--- config.mk ---
export PLATFORM = sky130hd
export DESIGN_NAME = fan_pwm_counter
export DESIGN_NICKNAME = d
export VERILOG_FILES = /design/src/rtl/fan_pwm_counter.sv
export SDC_FILE = /design/constraint.sdc
export NUM_CORES = 1
export LEC_CHECK = 0
export CORE_ASPECT_RATIO = 1.5
export CORE_UTILIZATION = 47
export CTS_CLUSTER_SIZE = 8
export DETAILED_ROUTE_END_ITERATION = 10
export HOLD_SLACK_MARGIN = 0.1
export PLACE_DENSITY = 0.72
export SLEW_MARGIN = 5
export SYNTH_ARGS = -nofsm -noshare
export SYNTH_HDL_FRONTEND = slang
export SYNTH_SLANG_ARGS = --single-unit
--- constraint.sdc ---
create_clock -name i_clk -period 3.35 [get_ports i_clk]
set_input_delay 0.8375 -clock i_clk [delete_from_list [all_inputs] [get_ports i_clk]]
set_output_delay 0.8375 -clock i_clk [all_outputs]
set_load 0.01 [all_outputs]
--- src/rtl/fan_pwm_counter.sv ---
//==============================================================================
// Module   : fan_pwm_counter
// Brief    : Free-running period counter with multi-channel PWM compare and
//            wrap-synchronised (double-buffered) period/duty updates.
// Revision : 1.0 - initial release
//==============================================================================
`default_nettype none

module fan_pwm_counter #(
   parameter int WIDTH          = 10,
   parameter int CHANNELS       = 3,
   parameter int DEFAULT_PERIOD = 1000
) (
   input  logic                      i_clk,
   input  logic                      i_reset,
   input  logic                      i_enable,
   input  logic                      i_load,
   input  logic [WIDTH-1:0]          i_period,
   input  logic [CHANNELS*WIDTH-1:0] i_duty,
   output logic [WIDTH-1:0]          o_counter,
   output logic                      o_wrap,
   output logic                      o_load_ack,
   output logic [CHANNELS-1:0]       o_pwm
);

   localparam logic [WIDTH-1:0] c_default_period = WIDTH'(DEFAULT_PERIOD);
   localparam logic [WIDTH-1:0] c_min_period     = WIDTH'(2);
   localparam logic [WIDTH-1:0] c_one            = WIDTH'(1);

   logic [WIDTH-1:0]          counter_q, counter_d;
   logic [WIDTH-1:0]          period_q, period_d;
   logic [CHANNELS*WIDTH-1:0] duty_q, duty_d;
   logic [WIDTH-1:0]          pend_period_q, pend_period_d;
   logic [CHANNELS*WIDTH-1:0] pend_duty_q, pend_duty_d;
   logic                      pend_q, pend_d;
   logic                      ack_q, ack_d;

   logic                      w_wrap;
   logic                      w_apply;
   logic [WIDTH-1:0]          w_load_period;

   assign w_wrap        = i_enable && (counter_q == (period_q - c_one));
   assign w_apply       = w_wrap && pend_q;
   assign w_load_period = (i_period < c_min_period) ? c_min_period : i_period;

   // Apply happens before capture so a load on the wrap edge stays pending.
   always_comb begin
      counter_d     = counter_q;
      period_d      = period_q;
      duty_d        = duty_q;
      pend_period_d = pend_period_q;
      pend_duty_d   = pend_duty_q;
      pend_d        = pend_q;
      ack_d         = w_apply;

      if (i_enable) begin
         counter_d = w_wrap ? '0 : (counter_q + c_one);
      end

      if (w_apply) begin
         period_d = pend_period_q;
         duty_d   = pend_duty_q;
         pend_d   = 1'b0;
      end

      if (i_load) begin
         pend_period_d = w_load_period;
         pend_duty_d   = i_duty;
         pend_d        = 1'b1;
      end
   end

   always_ff @(posedge i_clk or posedge i_reset) begin
      if (i_reset) begin
         counter_q     <= '0;
         period_q      <= c_default_period;
         duty_q        <= '0;
         pend_period_q <= '0;
         pend_duty_q   <= '0;
         pend_q        <= 1'b0;
         ack_q         <= 1'b0;
      end else begin
         counter_q     <= counter_d;
         period_q      <= period_d;
         duty_q        <= duty_d;
         pend_period_q <= pend_period_d;
         pend_duty_q   <= pend_duty_d;
         pend_q        <= pend_d;
         ack_q         <= ack_d;
      end
   end

   generate
      for (genvar k = 0; k < CHANNELS; k++) begin : g_pwm
         assign o_pwm[k] = i_enable && (counter_q < duty_q[k*WIDTH +: WIDTH]);
      end
   endgenerate

   assign o_counter  = counter_q;
   assign o_wrap     = w_wrap;
   assign o_load_ack = ack_q;

endmodule

`default_nettype wire

==> flow_summary.yaml, run 1 <==
layout:
  antenna_cells: 0
  design_area_um2: 5820
  layout-drive-gt1-share: 0.295
  seqCellArea_um2: 2320
  fillCellCount: 799
  multi_input_area_um2: 2240
  area_growth_pct: 22.9
  nets: 516
  finalNonFillerCells: 563
route:
  wire_per_inst_um: 16.0
  vias_per_cell: 5.29
  wl_um: 9000
  dr.pass1.iters: 4
  dr_total_vias: 2976
  drc_errors: 0
  postRouteAntennaNets: 0
  drtIter0Drc: 148
critical_path:
  cp_max_fo: 6
  critPathKind: "reg2out"
  cp_num_cells: 7
  cp.required_ns: 2.51
  timing.critical_path.to: "o_pwm[1]"
  arrival_ns: 2.31
  max_stage_delay_ns: 0.47
  end_kind: "output pin"
  critPathTopFamily: "compound AO/OA/AOI/OAI gates"
  crit_path_start_kind: "flip-flop"
  worstPathCellList: "ha_1, a21o_1, a21o_1, a21o_1, a21o_1, a31oi_1, dlygate4sd2_1"
  r2r_slack_ns: 0.81
  crit_top_cell: "a21o_1"
  crit_start: "o_counter[1]"
  crit_slowest_cell: "dfrtp_2"
  r2r-end: "duty_q[1]"
  crit_buf_inv: 1
  reg2reg_from: "period_q[3]"
  worst_r2r_path_depth: 8
placed_design:
  hpwlAfterDp_um: 6480
  portBuffers: 58
  placed_area_um2: 5480
  pre_cts_ws_ns: -0.0302
  gp_congestion: 0.808
  dp.cells: 543
sta:
  max_freq_mhz: 318
  slew_viol_final: 0
  skew_ns: 0.00648
  fin_crit_sh: 0.939
  timing.final.ws_setup_ns: 0.205
  finalHoldViolations: 0
  rsz0062_at_grt: "false"
  fin_crit_ns: 3.15
  worst_pin_slew_ns: 0.962
  setup_viol: 0
  worst_hold_slack_ns: 0.495
  maxSlewHeadroom: 0.359
logic_synthesis:
  async_flop_share: 1.00
  synthTopCellsByArea: "dfrtp_1 (45%), mux2_4 (12%), mux2_2 (9.0%), ha_1 (7.7%), dfstp_2 (3.3%)"
  yosysWarnings: 0
  yosysMostFrequentCell: "dfrtp_1"
  yosysTopAreaCell: "dfrtp_1"
  ys_types: 42
  synth_edf_count: 0
  ys_seq_area_frac: 0.487
  ys_seq_elements: 92
  netlist_area_um2: 4740
  synthTopCellsByCount: "dfrtp_1 (86), mux2_4 (39), mux2_2 (38)"
  netlist.area_leader.share: 0.454
  ys_dominant_reg_cell: "dfrtp_1"
  synth_cells: 371
  syn_nets: 444
  syn_avg_cell_area_um2: 12.8
global_route:
  grt_pass1_wl_um: 15500
  antenna_found_initial: 0
  grt_pass1_vias: 3207
  grt_max_degree: 43
  gr-usage-all-layers: 0.193
  grt_remaining_overflow: 0
cts:
  clock_latency_ns: 0.34
  postCtsHoldBufs: 0
  cts_tree: "built"
  htree_levels: 3
  cts_made_buffers: 9
  cts.path.max_buffers: 2
  cts_root_buf: "clkbuf_16"
  cts.clk_slew.worst_paths_ns: 0.06
  cts.sinks: 92
floorplan:
  coreArea_um2: 9740
  die_h_um: 125
  ios: 59
  fp.dieArea_um2: 10500
  rows: 44
  start_util: 0.486
  floorplan.die.width_um: 84.0
power_and_ir_drop:
  power_density_nw_per_um2: 726
  peakVddDrop_mv: 0.316
  p_total_mw: 4.23
  p_leak_nw: 2.75
flow_run:
  drv_cap: 0
status:
  status: "complete, no violations"
hold_path:
  hold_path.class: "reg2reg"
## placed cells by master (no fill, tap or decap), types with 3 or more instances in the layout
master	n
a21o_1	13
xnor2_1	9
ha_1	28
nand2b_1	6
nor3_1	4
nand3_1	4
dfrtp_2	5
nand4_1	5
dlygate4sd2_1	4
nor2b_1	5
nor2_1	12
dfrtp_1	81
nand2_1	12
a31oi_1	4
dfstp_2	6
clkbuf_8	3
clkdlybuf4s50_1	53
nand4b_1	3
a21oi_1	4
mux2_2	38
clkbuf_16	9
buf_4	18
inv_1	33
and4_1	4
xor2_1	13
o21ai_0	6
mux2_4	39
## how the worst min path moves through the flow
| stage | from | end | slack (ns) | cells past startpoint |
|---|---|---|---|---|
| global route | pend_duty_q[14] | duty_q[14] | 0.51 | 1 |
| floorplan | pend_period_q[1] | pend_period_q[1] | 0.47 | 1 |
| global placement | pend_period_q[7] | period_q[7] | 0.49 | 1 |
| detailed placement | pend_period_q[1] | pend_period_q[1] | 0.49 | 1 |
| CTS | pend_period_q[1] | pend_period_q[1] | 0.50 | 1 |
| finish | pend_period_q[1] | pend_period_q[1] | 0.49 | 1 |
## timing repair
action,4_1_cts,5_1_grt
setup buffers,4,0
resized for setup,13,0
setup endpoints to repair,4,0
## worst reg2reg max path, cell delays in order, from the launching register on
cell and delay (ns):
dfstp_2 0.41, nor4_4 0.42, o211ai_1 0.16, a211oi_1 0.28, o31ai_2 0.13, buf_4 0.16
nand4_4 0.07, buf_4 0.44, mux2_4 0.36
## registers in the layout, indices dropped and copies added (netlist names)
name,cells
duty_q,30
o_counter,10
o_load_ack,1
pend_duty_q,30
pend_period_q,10
pend_q,1
period_q,10
## per-layer routing
metal / vias to the layer above / wire length (µm) / GRT usage
met5: - / 0 / 0
met4: 0 / 274 / 0.100
met3: 15 / 274 / 0.0337
met2: 53 / 4710 / 0.343
met1: 1469 / 3740 / 0.221
li1: 1439 / - / -
## cell families after synthesis
group	synth area share
muxes	0.216
buffers and inverters	0.0457
DFF	0.487
xor gates and xnor gates	0.0407
and+or+nand+nor	0.0824
adders and majority gates	0.0766
AOI/OAI and AO/OA	0.0512
## cell type report
class / instances / area share
Clock inverter: 3 / 0.00365
Clock buffer: 13 / 0.0464
Sequential cell: 92 / 0.398
Timing Repair Buffer: 76 / 0.121
Multi-Input combinational cell: 230 / 0.384
Inverter: 34 / 0.0221
Tap cell: 115 / 0.0247
## per-stage QoR
| stage | TNS (ns) | utilization |
|---|---|---|
| 2_1_floorplan | 0 | - |
| 3_3_place_gp | -0.0419 | 0.563 |
| 3_5_place_dp | -0.0302 | 0.563 |
| 4_1_cts | 0 | 0.598 |
| 5_1_grt | 0 | 0.598 |
| 6_report | 0 | 0.598 |
## power by group
part           internal [mW]  switching, mW
clock                  0.563          0.396
sequential              1.41          0.301
combinational          0.936          0.621
Note: power is estimated with default switching activity, not from simulation.
==> run 2: changes to the inputs <==
--- a/config.mk
+++ b/config.mk
@@ -6,11 +6,13 @@
 export NUM_CORES = 1
 export LEC_CHECK = 0
 export CORE_ASPECT_RATIO = 1.5
+export CORE_MARGIN = 2
 export CORE_UTILIZATION = 47
 export CTS_CLUSTER_SIZE = 8
 export DETAILED_ROUTE_END_ITERATION = 10
 export HOLD_SLACK_MARGIN = 0.1
 export PLACE_DENSITY = 0.72
+export SKIP_LAST_GASP = 1
 export SLEW_MARGIN = 5
 export SYNTH_ARGS = -nofsm -noshare
 export SYNTH_HDL_FRONTEND = slang
==> flow_summary.yaml, run 2 (synthesis results as in run 1) <==
critical_path:
  arrival_ns: 2.31
  end_kind: "output pin"
  reg2reg_from: "period_q[4]"
  crit_buf_inv: 1
  cp_max_fo: 6
  critPathKind: "reg2out"
  r2r-end: "duty_q[5]"
  crit_path_start_kind: "flip-flop"
  crit_slowest_cell: "dfrtp_2"
  cp.required_ns: 2.51
  r2r_slack_ns: 0.80
  worst_r2r_path_depth: 9
  max_stage_delay_ns: 0.49
  crit_top_cell: "a21o_1"
  worstPathCellList: "ha_1, a21o_1, a21o_1, a21o_1, a21o_1, a31oi_1, dlygate4sd2_1"
  critPathTopFamily: "compound AO/OA/AOI/OAI gates"
global_route:
  gr-usage-all-layers: 0.182
  grt_pass1_vias: 3202
  grt_max_degree: 47
  grt_pass1_wl_um: 15600
  grt_remaining_overflow: 0
  antenna_found_initial: 0
placed_design:
  hpwlAfterDp_um: 6540
  dp.cells: 545
  portBuffers: 58
  placed_area_um2: 5510
  gp_congestion: 0.866
route:
  postRouteAntennaNets: 0
  dr_total_vias: 3001
  drtIter0Drc: 140
  drc_errors: 0
  dr.pass1.iters: 4
  wl_um: 9180
  wire_per_inst_um: 16.3
  vias_per_cell: 5.33
hold_path:
  hold_path.class: "reg2reg"
  holdCritStartpoint: "pend_duty_q[17]"
  min_to: "duty_q[17]"
  worstHoldPathCells: 1
layout:
  area_growth_pct: 23.6
  multi_input_area_um2: 2250
  final_core_util: 0.601
  final_common_cell: "dfrtp_1"
  layout-drive-gt1-share: 0.286
  fillCellCount: 783
  antenna_cells: 0
  final_cell_mix: "dfrtp_1 (85), clkdlybuf4s50_1 (53), mux2_4 (39)"
  reg.largest.list: "duty_q (30), pend_duty_q (30)"
  nets: 516
  seqCellArea_um2: 2310
  finalNonFillerCells: 563
  design_area_um2: 5860
cts:
  postCtsHoldBufs: 0
  cts.path.max_buffers: 2
  cts.sinks: 92
  cts_root_buf: "clkbuf_16"
  cts.clk_slew.worst_paths_ns: 0.06
  cts_made_buffers: 9
  htree_levels: 3
  cts_tree: "built"
  clock_latency_ns: 0.34
sta:
  maxSlewHeadroom: 0.342
  fin_crit_sh: 0.938
  finalHoldViolations: 0
  slew_viol_final: 0
  max_freq_mhz: 318
  rsz0062_at_grt: "false"
  skew_ns: 0.00635
  worst_pin_slew_ns: 0.987
  fin_crit_ns: 3.14
  setup_viol: 0
floorplan:
  floorplan.die.width_um: 86.0
  coreArea_um2: 9740
  ios: 59
  fp.dieArea_um2: 10900
  die_h_um: 127
  rows: 44
  start_util: 0.486
power_and_ir_drop:
  power_density_nw_per_um2: 737
  peakVddDrop_mv: 0.374
  p_leak_nw: 2.78
flow_run:
  drv_cap: 0
status:
  status: "complete, no violations"
run 2: repair_timing:
item	CTS	global route
pin swaps	0	2
resized for setup	7	3
endpoints found under the hold margin	0	0
buffers inserted	0	2
setup endpoints to repair	4	1
run 2: how the worst max path moves through the flow:
stage	startpoint	to	slack, ns	depth (start not counted)
6_report	o_counter[1]	o_pwm[1]	0.21	7
5_1_grt	o_counter[7]	o_pwm[2]	0.04	7
4_1_cts	period_q[0]	o_wrap	-0.1	8
3_5_place_dp	i_enable	o_wrap	-0.02	6
3_3_place_gp	i_enable	o_wrap	-0.04	6
2_1_floorplan	i_reset	duty_q[0]	0.13	1
run 2: report_power, final:
group | switching, mW | leakage, nW | internal, mW | total (mW)
Combinational | 0.668 | 1.52 | 0.952 | 1.62
Clock | 0.405 | 0.142 | 0.619 | 1.02
Sequential | 0.259 | 1.12 | 1.41 | 1.67
Total | 1.33 | 2.78 | 2.98 | 4.31
run 2: cell type report:
type                       instances  area share
inverter                          34      0.0220
multi-input combinational        230       0.383
clock buffer                      13      0.0444
clock inverter                     3     0.00769
timing repair buffer              76       0.123
tap                              115      0.0246
sequential                        92       0.395
run 2: layer usage:
metal	part of all wire	up-vias	global-route usage
li1	-	1442	-
met1	0.43	1499	0.219
met2	0.52	48	0.317
met3	0.029	12	0.0310
met4	0.020	0	0.0794
met5	0	-	0
run 2: metrics by stage:
stage / setup slack [ns] / hold WS (ns) / TNS [ns] / total power, mW
2_1_floorplan: 0.130 / 0.471 / 0 / 2.73
3_3_place_gp: -0.0431 / 0.487 / -0.0431 / 3.22
3_5_place_dp: -0.0248 / 0.489 / -0.0248 / 3.27
4_1_cts: -0.0991 / 0.505 / -0.0991 / 4.33
5_1_grt: 0.0439 / 0.521 / 0 / 4.60
6_report: 0.207 / 0.502 / 0 / 4.31
==> run 3: changes to the inputs <==
--- a/config.mk
+++ b/config.mk
@@ -10,6 +10,7 @@
 export CORE_UTILIZATION = 47
 export CTS_CLUSTER_SIZE = 8
 export DETAILED_ROUTE_END_ITERATION = 10
+export GPL_TIMING_DRIVEN = 0
 export HOLD_SLACK_MARGIN = 0.1
 export PLACE_DENSITY = 0.72
 export SKIP_LAST_GASP = 1
==> flow_summary.yaml, run 3 (synthesis results as in run 1) <==
status:
  status: "complete, no violations"
route:
  drtIter0Drc: 126
  drc_errors: 0
  wire_per_inst_um: 17.3
  dr.pass1.iters: 4
  wl_um: 9770
  vias_per_cell: 5.42
  postRouteAntennaNets: 0
  dr_total_vias: 3057
power_and_ir_drop:
  sequentialPowerShare: 0.401
  power_density_nw_per_um2: 730
  switching_power_mw: 1.37
  peakVddDrop_mv: 0.325
  p_sw_frac: 0.322
  p_leak_nw: 2.76
  p_total_mw: 4.26
  p_int_mw: 2.89
  pwr-share-comb: 0.374
  power.share.clock: 0.225
sta:
  max_freq_mhz: 311
  finalHoldViolations: 0
  fin_crit_sh: 0.960
  maxSlewHeadroom: 0.545
  slew_viol_final: 0
  worst_pin_slew_ns: 0.682
  setup_viol: 0
  fin_crit_ns: 3.22
  skew_ns: 0.0101
  rsz0062_at_grt: "false"
  finalSetupTns_ns: 0
floorplan:
  coreArea_um2: 9740
  start_util: 0.486
  floorplan.die.width_um: 86.0
  fp.dieArea_um2: 10900
  rows: 44
  die_h_um: 127
  ios: 59
cts:
  cts.path.max_buffers: 2
  cts_made_buffers: 9
  cts.clk_slew.worst_paths_ns: 0.06
  cts_tree: "built"
  postCtsHoldBufs: 0
  clock_latency_ns: 0.34
  htree_levels: 3
  cts_root_buf: "clkbuf_16"
  cts.sinks: 92
layout:
  final_common_cell: "dfrtp_1"
  nets: 517
  layout-drive-gt1-share: 0.285
  reg.largest.list: "duty_q (30), pend_duty_q (30)"
  area_growth_pct: 23.2
  antenna_cells: 0
  fillCellCount: 792
  final_cell_mix: "dfrtp_1 (83), clkdlybuf4s50_1 (53), mux2_4 (39)"
hold_path:
  worstHoldPathCells: 1
  holdCritStartpoint: "pend_period_q[7]"
  hold_path.class: "reg2reg"
global_route:
  gr-usage-all-layers: 0.195
  grt_remaining_overflow: 0
  grt_pass1_wl_um: 16300
  grt_pass1_vias: 3316
  grt_max_degree: 57
  antenna_found_initial: 0
placed_design:
  portBuffers: 57
  gp_congestion: 0.826
  hpwlAfterDp_um: 6810
critical_path:
  crit_start: "period_q[8]"
  r2r_slack_ns: 1.00
  critPathKind: "reg2out"
  worst_r2r_path_depth: 10
  cp_max_fo: 10
  reg2reg_from: "period_q[1]"
  crit_path_start_kind: "flip-flop"
  arrival_ns: 2.38
  cp.required_ns: 2.51
  end_kind: "output pin"
flow_run:
  drv_cap: 0
[run 3: worst paths after layout]
path                                    end
worst max-delay path                 o_wrap
worst min-delay path            period_q[7]
worst max register to register   duty_q[23]
worst min register to register  period_q[7]
max in group asynchronous       period_q[3]
min in group asynchronous        duty_q[18]
[run 3: per-stage QoR]
stage	util	instances	hold slack, ns	instance area [µm²]	setup slack (ns)
6_report	0.599	564	0.496	5840	0.134
5_1_grt	0.599	564	0.520	5840	0.0478
4_1_cts	0.596	562	0.505	5810	-0.0399
3_5_place_dp	0.563	544	0.491	5480	-0.363
3_3_place_gp	0.560	543	0.486	5450	-1.18
2_1_floorplan	-	371	0.471	4740	0.130
[run 3: area by class of cell]
cell class / instances / area [µm²] / share of cell area
Buffer: 14 / 93.8 / 0.0161
Clock buffer: 13 / 260 / 0.0446
Clock inverter: 3 / 22.5 / 0.00386
Inverter: 34 / 130 / 0.0223
Multi-Input combinational cell: 230 / 2250 / 0.385
Sequential cell: 92 / 2310 / 0.396
Tap cell: 115 / 144 / 0.0247
Timing Repair Buffer: 63 / 627 / 0.107
[run 3: worst max-delay path, stage by stage (launching register included)]
cell and delay, ns:
dfstp_2 0.57, xor2_1 0.29, xnor2_1 0.17, a31oi_1 0.11, o31ai_2 0.29, nand3_2 0.15
inv_1 0.10, clkbuf_4 0.20, clkbuf_2 0.16
[run 3: layer usage]
metal | vias up | share of wire | global-route usage
li1 | 1438 | - | -
met2 | 66 | 0.52 | 0.333
met1 | 1528 | 0.42 | 0.232
met5 | - | 0 | 0
met4 | 0 | 0.033 | 0.0952
met3 | 25 | 0.034 | 0.0388
[run 3: power by group through the flow]
stage	sequential, mW	combinational [mW]	clock [mW]
floorplan	1.63	1.10	0
global placement	1.72	1.40	0
detailed placement	1.74	1.46	0
CTS	1.71	1.55	0.983
global route	1.75	1.77	1.03
finish	1.71	1.60	0.958
[run 3: timing repair]
item	4_1_cts	5_1_grt
pin swaps	1	4
buffers inserted	3	2
endpoints found under the setup margin	4	1
cloned	0	0
resized for setup	15	6
hold endpoints to repair	0	0
